--- src/rtl/mcpu_defs.sv ---
// Shared definitions for the MCPU ALU issue path: opcodes, FSM encoding and
// instruction field offsets ({opcode, rd, rs1, rs2}, MSB to LSB).
package mcpu_defs;

  localparam logic [1:0] CMD_AND = 2'd0;
  localparam logic [1:0] CMD_OR  = 2'd1;
  localparam logic [1:0] CMD_XOR = 2'd2;
  localparam logic [1:0] CMD_ADD = 2'd3;

  typedef enum logic [1:0] {
    ST_IDLE  = 2'd0,
    ST_ISSUE = 2'd1,
    ST_WB    = 2'd2
  } state_t;

  // Field offsets scale with the register index width.
  localparam int RS2_LSB = 0;

  function automatic int rs1_lsb(input int addr_size);
    return addr_size;
  endfunction

  function automatic int rd_lsb(input int addr_size);
    return 2 * addr_size;
  endfunction

  function automatic int op_lsb(input int addr_size);
    return 3 * addr_size;
  endfunction

endpackage

--- src/rtl/mcpu_regfile.sv ---
// Small flop-based register file: two operand read ports, one readback port,
// a load write port and an ALU writeback port that wins on address collision.
module mcpu_regfile #(
  parameter int WORD_SIZE = 8,
  parameter int ADDR_SIZE = 2
) (
  input  logic                 clk,
  input  logic                 reset,
  input  logic [ADDR_SIZE-1:0] rs1_addr,
  output logic [WORD_SIZE-1:0] rs1_data,
  input  logic [ADDR_SIZE-1:0] rs2_addr,
  output logic [WORD_SIZE-1:0] rs2_data,
  input  logic [ADDR_SIZE-1:0] rb_addr,
  output logic [WORD_SIZE-1:0] rb_data,
  input  logic                 ld_en,
  input  logic [ADDR_SIZE-1:0] ld_addr,
  input  logic [WORD_SIZE-1:0] ld_data,
  input  logic                 wb_en,
  input  logic [ADDR_SIZE-1:0] wb_addr,
  input  logic [WORD_SIZE-1:0] wb_data
);

  localparam int DEPTH = 2 ** ADDR_SIZE;

  logic [WORD_SIZE-1:0] regs [DEPTH];

  always_ff @(posedge clk or posedge reset) begin
    if (reset) begin
      // NOTE: this is a handful of flops, not a RAM macro, so every entry is reset.
      for (int i = 0; i < DEPTH; i++) regs[i] <= '0;
    end else begin
      if (ld_en) regs[ld_addr] <= ld_data;
      // Last non-blocking assignment wins, giving writeback priority over a load.
      if (wb_en) regs[wb_addr] <= wb_data;
    end
  end

  assign rs1_data = regs[rs1_addr];
  assign rs2_data = regs[rs2_addr];
  assign rb_data  = regs[rb_addr];

endmodule

--- src/rtl/mcpu_alu_issue.sv ---
// Sequencing wrapper around an external combinational MCPU_Alu: accepts an
// instruction, issues registered operands, then writes the result back.
module mcpu_alu_issue
  import mcpu_defs::*;
#(
  parameter int CMD_SIZE   = 2,
  parameter int WORD_SIZE  = 8,
  parameter int ADDR_SIZE  = 2,
  parameter int INSTR_SIZE = CMD_SIZE + 3 * ADDR_SIZE
) (
  input  logic                  clk,
  input  logic                  reset,
  input  logic                  instr_valid,
  output logic                  instr_ready,
  input  logic [INSTR_SIZE-1:0] instr,
  input  logic                  ld_valid,
  input  logic [ADDR_SIZE-1:0]  ld_addr,
  input  logic [WORD_SIZE-1:0]  ld_data,
  input  logic [ADDR_SIZE-1:0]  rb_addr,
  output logic [WORD_SIZE-1:0]  rb_data,
  output logic [CMD_SIZE-1:0]   alu_opcode,
  output logic [WORD_SIZE-1:0]  alu_r1,
  output logic [WORD_SIZE-1:0]  alu_r2,
  input  logic [WORD_SIZE-1:0]  alu_out,
  input  logic                  alu_overflow,
  output logic                  done,
  output logic                  ovf_flag
);

  localparam int RS1_LSB = rs1_lsb(ADDR_SIZE);
  localparam int RD_LSB  = rd_lsb(ADDR_SIZE);
  localparam int OP_LSB  = op_lsb(ADDR_SIZE);

  logic [CMD_SIZE-1:0]  instr_op;
  logic [ADDR_SIZE-1:0] instr_rd;
  logic [ADDR_SIZE-1:0] instr_rs1;
  logic [ADDR_SIZE-1:0] instr_rs2;

  assign instr_op  = instr[OP_LSB  +: CMD_SIZE];
  assign instr_rd  = instr[RD_LSB  +: ADDR_SIZE];
  assign instr_rs1 = instr[RS1_LSB +: ADDR_SIZE];
  assign instr_rs2 = instr[RS2_LSB +: ADDR_SIZE];

  state_t               state_q;
  state_t               state_d;
  logic [ADDR_SIZE-1:0] rd_q;
  logic [WORD_SIZE-1:0] rs1_data;
  logic [WORD_SIZE-1:0] rs2_data;
  logic                 accept;

  assign accept = instr_valid && instr_ready;

  always_comb begin
    // NOTE: defaults first so every path assigns every output; no latches.
    state_d     = state_q;
    instr_ready = 1'b0;
    done        = 1'b0;
    unique case (state_q)
      ST_IDLE: begin
        // A pending load takes the cycle; the instruction waits.
        instr_ready = !ld_valid && !reset;
        if (instr_valid && !ld_valid && !reset) state_d = ST_ISSUE;
      end
      ST_ISSUE: state_d = ST_WB;
      ST_WB: begin
        done    = 1'b1;
        state_d = ST_IDLE;
      end
      default: state_d = ST_IDLE;
    endcase
  end

  always_ff @(posedge clk or posedge reset) begin
    if (reset) begin
      state_q    <= ST_IDLE;
      rd_q       <= '0;
      alu_opcode <= '0;
      alu_r1     <= '0;
      alu_r2     <= '0;
      ovf_flag   <= 1'b0;
    end else begin
      // NOTE: non-blocking here so every flop samples pre-edge values.
      state_q <= state_d;
      if (accept) begin
        rd_q       <= instr_rd;
        alu_opcode <= instr_op;
        alu_r1     <= rs1_data;
        alu_r2     <= rs2_data;
      end
      if (done) ovf_flag <= (alu_opcode == CMD_SIZE'(CMD_ADD)) && alu_overflow;
    end
  end

  mcpu_regfile #(
    .WORD_SIZE (WORD_SIZE),
    .ADDR_SIZE (ADDR_SIZE)
  ) u_regfile (
    .clk      (clk),
    .reset    (reset),
    .rs1_addr (instr_rs1),
    .rs1_data (rs1_data),
    .rs2_addr (instr_rs2),
    .rs2_data (rs2_data),
    .rb_addr  (rb_addr),
    .rb_data  (rb_data),
    .ld_en    (ld_valid),
    .ld_addr  (ld_addr),
    .ld_data  (ld_data),
    .wb_en    (done),
    .wb_addr  (rd_q),
    .wb_data  (alu_out)
  );

endmodule
--- config.mk ---
export PLATFORM = sky130hd
export DESIGN_NAME = mcpu_alu_issue
export DESIGN_NICKNAME = d
export VERILOG_FILES = /design/src/rtl/mcpu_defs.sv /design/src/rtl/mcpu_regfile.sv /design/src/rtl/mcpu_alu_issue.sv
export SDC_FILE = /design/constraint.sdc
export NUM_CORES = 1
export LEC_CHECK = 0
export CORE_UTILIZATION = 63
export CTS_CLUSTER_SIZE = 16
export DETAILED_ROUTE_END_ITERATION = 6
export DONT_BUFFER_PORTS = 1
export PLACE_DENSITY = 0.82
export SLEW_MARGIN = 25
export SYNTH_ARGS = -nofsm -noshare
export SYNTH_HDL_FRONTEND = slang
export SYNTH_SLANG_ARGS = --single-unit
--- constraint.sdc ---
create_clock -name clk -period 1.6 [get_ports clk]
set_input_delay 0.16 -clock clk [delete_from_list [all_inputs] [get_ports clk]]
set_output_delay 0.16 -clock clk [all_outputs]
set_load 0.005 [all_outputs]
Yosys cells after proc, flatten, opt, wreduce, memory -nomap -nowiden:

Cells that the tools add are included.

* output and inout port bits: 29
* bits of input ports: 33
* word-level logic and storage cells: 57
* register bits after elaboration: 55

* bitwise gates (word level): 5
* order comparisons: 7
* mux-type cells: 21
* reduce and logical (&&, ||, !) cells: 10
* eq/ne operators: 4

Operators by type and width (count)
* 32-bit bitwise mux: 2
* 32-bit 2-to-1 mux: 2
* 8-bit 2-to-1 mux: 8
* 8-bit binary-select mux with 2-bit select: 3
* 8-bit demux with 2-bit select: 2
* 3-bit >= comparator, second input constant: 5
* 2-bit inverter with 3-bit output: 5
* 1-bit logical AND: 7
* 3-bit by 1-bit < comparator with 1-bit output, second input constant: 2
* 2-bit == test, second input constant: 2
* 2-bit case mux with 2 select lines: 1
* 2-bit by 1-bit == test with 1-bit output, second input constant: 1
* 1-bit zero test: 2
* 2-bit zero test: 1
* 1-bit 2-to-1 mux: 2
* 2-bit 2-to-1 mux: 1
* 2-bit != test, second input constant: 1

Longest topological paths before layout:

Gate-level depths: netlist of run 1.

* word-level depth: 9
* gate-level depth with buffers: 4
* gate-level depth less buffers: 3

Cells and area by module:

A second synthesis of run 1 with hierarchy kept.

* cell total of the unflattened synthesis: 269
* area total of the unflattened synthesis: 3131.8 um^2

Modules (own cells, without submodules)
* mcpu_regfile: area each 2174.6 um^2, instances 1, sequential area each 800.8 um^2, cells each 215
* mcpu_alu_issue: area each 957.2 um^2, instances 1, sequential area each 575.6 um^2, cells each 54

Worst setup path after synthesis of run 1:

No wires, ideal clock.

* path kind: flip-flop to flip-flop
* start point: register state_q[0]
* end point: register alu_opcode[0]
* library setup time: 0.125 ns
* stages on the path, launching flop included: 5
* buffers on the path: 1
* required time: 1.475 ns
* slack: 0.152 ns
* period minus slack after synthesis: 1.448 ns
* data arrival time: 1.323 ns
* cell sequence: dfrtp_1 -> nor4_4 -> nand2_2 -> buf_6 -> mux2_4

* cells in the longest elaborated chain, start to end: 3

RTL lines
* from (decl): line mcpu_alu_issue.sv:44 `state_t state_q;`
* from (signal assigned): line mcpu_alu_issue.sv:83 `state_q <= state_d;`
* 2-bit zero test: line mcpu_alu_issue.sv:58 `unique case (state_q)`
* 1-bit 2-to-1 mux: line mcpu_alu_issue.sv:58
* named net instr_ready: line mcpu_alu_issue.sv:14 `output logic instr_ready,`
* 1-bit logical AND: line mcpu_alu_issue.sv:51 `assign accept = instr_valid && instr_ready;`
* to (signal assigned): line mcpu_alu_issue.sv:86 `alu_opcode <= instr_op;`
* to (decl): line mcpu_alu_issue.sv:21 `output logic [CMD_SIZE-1:0] alu_opcode,`

The timed path passes the listed nets, and every way through them passes these cells.
A chain may end at the register's enable or synchronous reset.

Worst setup path in the final report of run 1:

* start point: register state_q[1]
* end point: register alu_r1[4]

* cells in the longest elaborated chain, start to end: 3

RTL lines
* 2-bit zero test: line mcpu_alu_issue.sv:58
* 1-bit 2-to-1 mux: line mcpu_alu_issue.sv:58
* 1-bit logical AND: line mcpu_alu_issue.sv:51
* to (signal assigned): line mcpu_alu_issue.sv:87 `alu_r1 <= rs1_data;`
* to (decl): line mcpu_alu_issue.sv:22 `output logic [WORD_SIZE-1:0] alu_r1,`

No other way between the ends.

==> results of run 1 <==
[power by group through the flow]
stage / registers (mW) / clock network [mW] / logic [mW]
6_report: 2.30 / 0.993 / 1.14
5_1_grt: 2.35 / 1.04 / 1.24
4_1_cts: 2.29 / 0.995 / 1.15
3_5_place_dp: 2.31 / 0 / 1.11
3_3_place_gp: 2.25 / 0 / 1.04
2_1_floorplan: 2.16 / 0 / 0.977
[timing repair]
action / CTS / global route
hold buffers: 13 / 0
endpoints found under the setup margin: 0 / 0
endpoints found under the hold margin: 52 / 0
setup buffers: 0 / 0
[metrics by stage]
stage / hold WS [ps] / area [sq um]
2_1_floorplan: 277 / 3040
3_3_place_gp: 89.8 / 3130
3_5_place_dp: 102 / 3130
4_1_cts: 1.55 / 3380
5_1_grt: 10.1 / 3380
6_report: 4.13 / 3380
[layout by cell type (no fill, tap or decap)]
cell type | synthesis | final
a21oi_1 | 8 | 8
and4bb_1 | 1 | 1
and4bb_2 | 1 | 1
buf_12 | 0 | 1
buf_4 | 0 | 12
bufinv_16 | 0 | 1
clkbuf_8 | 0 | 6
dfrtp_1 | 55 | 55
dlygate4sd3_1 | 0 | 13
inv_1 | 3 | 2
inv_2 | 0 | 1
inv_6 | 0 | 1
mux2_2 | 1 | 1
mux2_4 | 19 | 19
mux2i_1 | 32 | 32
mux4_2 | 24 | 24
nand2_1 | 24 | 24
nand2_2 | 1 | 1
nand3_1 | 1 | 1
nand3b_1 | 2 | 2
nand4_1 | 1 | 1
nand4b_1 | 1 | 1
nor2_1 | 8 | 8
nor2b_1 | 2 | 2
nor3b_1 | 1 | 1
nor4_4 | 1 | 1
nor4b_2 | 1 | 1
o21ai_0 | 23 | 23
o21ai_1 | 2 | 2
[worst max-delay path, stage by stage, from the launching register on]
cell and delay [ps]:
dfrtp_1 430, nor4_4 300, nand2_2 110, buf_4 220, mux2_4 310
[worst paths after layout]
path	from	end	depth (start not counted)
worst max-delay path	state_q[1]	alu_r1[4]	4
worst min-delay path	alu_out[4]	u_regfile.regs[4]	2
worst max register to register	state_q[1]	alu_r1[4]	4
worst min register to register	alu_r1[2]	alu_r1[2]	1
max in group asynchronous	reset	u_regfile.regs[20]	3
min in group asynchronous	reset	alu_r1[3]	2
[metal layers]
| metal | up-vias | wire length, microns | track usage |
|---|---|---|---|
| li1 | 880 | - | - |
| met2 | 89 | 3920 | 0.548 |
| met3 | 25 | 604 | 0.0759 |
| met5 | - | 0 | 0 |
| met1 | 1022 | 2420 | 0.344 |
| met4 | 0 | 247 | 0.182 |
[final cells by class]
type | count | area, sq um | share of cell area
clock buffers | 6 | 82.6 | 0.0244
clock inverters | 2 | 38.8 | 0.0115
inverters | 3 | 11.3 | 0.00333
multi-input cells | 154 | 1570 | 0.463
flip-flops and latches | 55 | 1380 | 0.407
well taps | 52 | 65.1 | 0.0193
repair buffers | 26 | 240 | 0.0711
[registers in the layout, summed over array words and instances, names as in the netlist]
signal          flops
ovf_flag            1
alu_r2              8
rd_q                2
state_q             2
alu_opcode          2
u_regfile.regs     32
alu_r1              8
[cells by family after synthesis]
group	share of synthesized area
mux	0.381
flops	0.453
simple gates	0.0800
compound gates	0.0544
buf+inv	0.0309
==> flow_summary.yaml, run 1 <==
outcome:
  status: "finished, violations left"
  violations: "design-rule violations"
pwr:
  intPower_mw: 3.14
  p_per_area_nw_per_um2: 1310
  ir_worst_vdd_mv: 0.662
  netSwitchingFraction: 0.293
  clkPwrFrac: 0.224
  p_sw_mw: 1.30
  total_power_mw: 4.43
  combinationalPowerShare: 0.258
  power_frac_seq: 0.519
  p_leak_nw: 1.54
sta:
  period_needed_ps: 1470
  grt_setup_unrepaired: "no"
  post-route-period-util: 0.921
  relSlewSlack: 0.655
  tns_ps: 0
  fmax_mhz: 678
  setup_slack_ps: 126
  worstMarginPinSlew_ps: 517
  slew_violations: 0
  setup_viol: 0
  finalHoldViolations: 0
  skew_ps: 14.2
routing:
  drc: 6
  drt_first_pass_iters: 7
  drtIter0Drc: 216
  wire_per_inst_microns: 24.1
  via_count: 2016
  antenna_left: 0
  routed_wl_mm: 7.19
  routed_via_density: 6.77
finish:
  antennaDiodeCount: 0
  fill_cells: 291
  final_util: 0.750
  nNetsFinal: 278
  stdcell_count: 298
  layout-drive-gt1-share: 0.285
  syn_to_final_growth_pct: 11.3
synthesis:
  netlist_instances: 227
  synth-edff-count: 0
  synth.area.top_cells: "dfrtp_1, mux4_2, mux2i_1, mux2_4, o21ai_0"
  synthTopCellsByCount: "dfrtp_1, mux2i_1, mux4_2, nand2_1, o21ai_0"
  synth_top_area_frac: 0.453
  syn-num-nets: 260
  syn_avg_cell_area_sq_um: 13.4
  ys_seq_elements: 55
  yosysMostFrequentCell: "dfrtp_1"
  synth_warnings: 0
  synth_area_sq_um: 3040
  synth-seq-area-share: 0.453
  synth_flop_cell: "dfrtp_1"
  ys_types: 26
  synth_area_leader_cell: "dfrtp_1"
  async_flop_share: 1.00
setup_path:
  crit_path_end_kind: "register"
  worst-setup-path-type: "register to register"
  cp_data_required_time_ps: 1810
  start_kind: "register"
  crit_fanout: 12
  ff2ff_setup_slack_ps: 130
  critPathArrivalTime_ps: 1690
placement:
  hpwl_mm: 4.93
  globalplace.congestion: 0.793
  preCtsSetupSlack_ps: 133
  placed_cells: 277
  port_buffers: 0
die:
  start_util: 0.674
  rows: 24
  die_h_microns: 71.4
  dieArea_sq_um: 5100
  die_x_microns: 71.4
  io_pins: 62
  core_region_area_sq_um: 4500
clock_network:
  clockBufferDepth: 2
  clkTransAtPathRegs_ps: 110
  cts_max_level: 2
  clk_latency_ps: 320
  cts_root_buffer: "clkbuf_8"
  ctsResizeCount: 0
  cts_tree: "built"
  numClockSinks: 55
  cts_buffers: 5
global_route:
  grt_max_degree: 34
  antenna_found_initial: 0
  grt_pass1_wl_mm: 11.6
  overflow: 0
  grt_pass1_vias: 2264
  grt_use_total: 0.312
run:
  max_cap_violations: 0
min_path:
  hp-class: "primary input to register"
(Power assumes the default switching activity.)
==> inputs of run 2 (changes only) <==
--- a/config.mk
+++ b/config.mk
@@ -5,6 +5,7 @@
 export SDC_FILE = /design/constraint.sdc
 export NUM_CORES = 1
 export LEC_CHECK = 0
+export CORE_MARGIN = 1
 export CORE_UTILIZATION = 63
 export CTS_CLUSTER_SIZE = 16
 export DETAILED_ROUTE_END_ITERATION = 6
==> results of run 2 <==
Same layout as run 1: the final DEF is identical, and so are final timing and power.
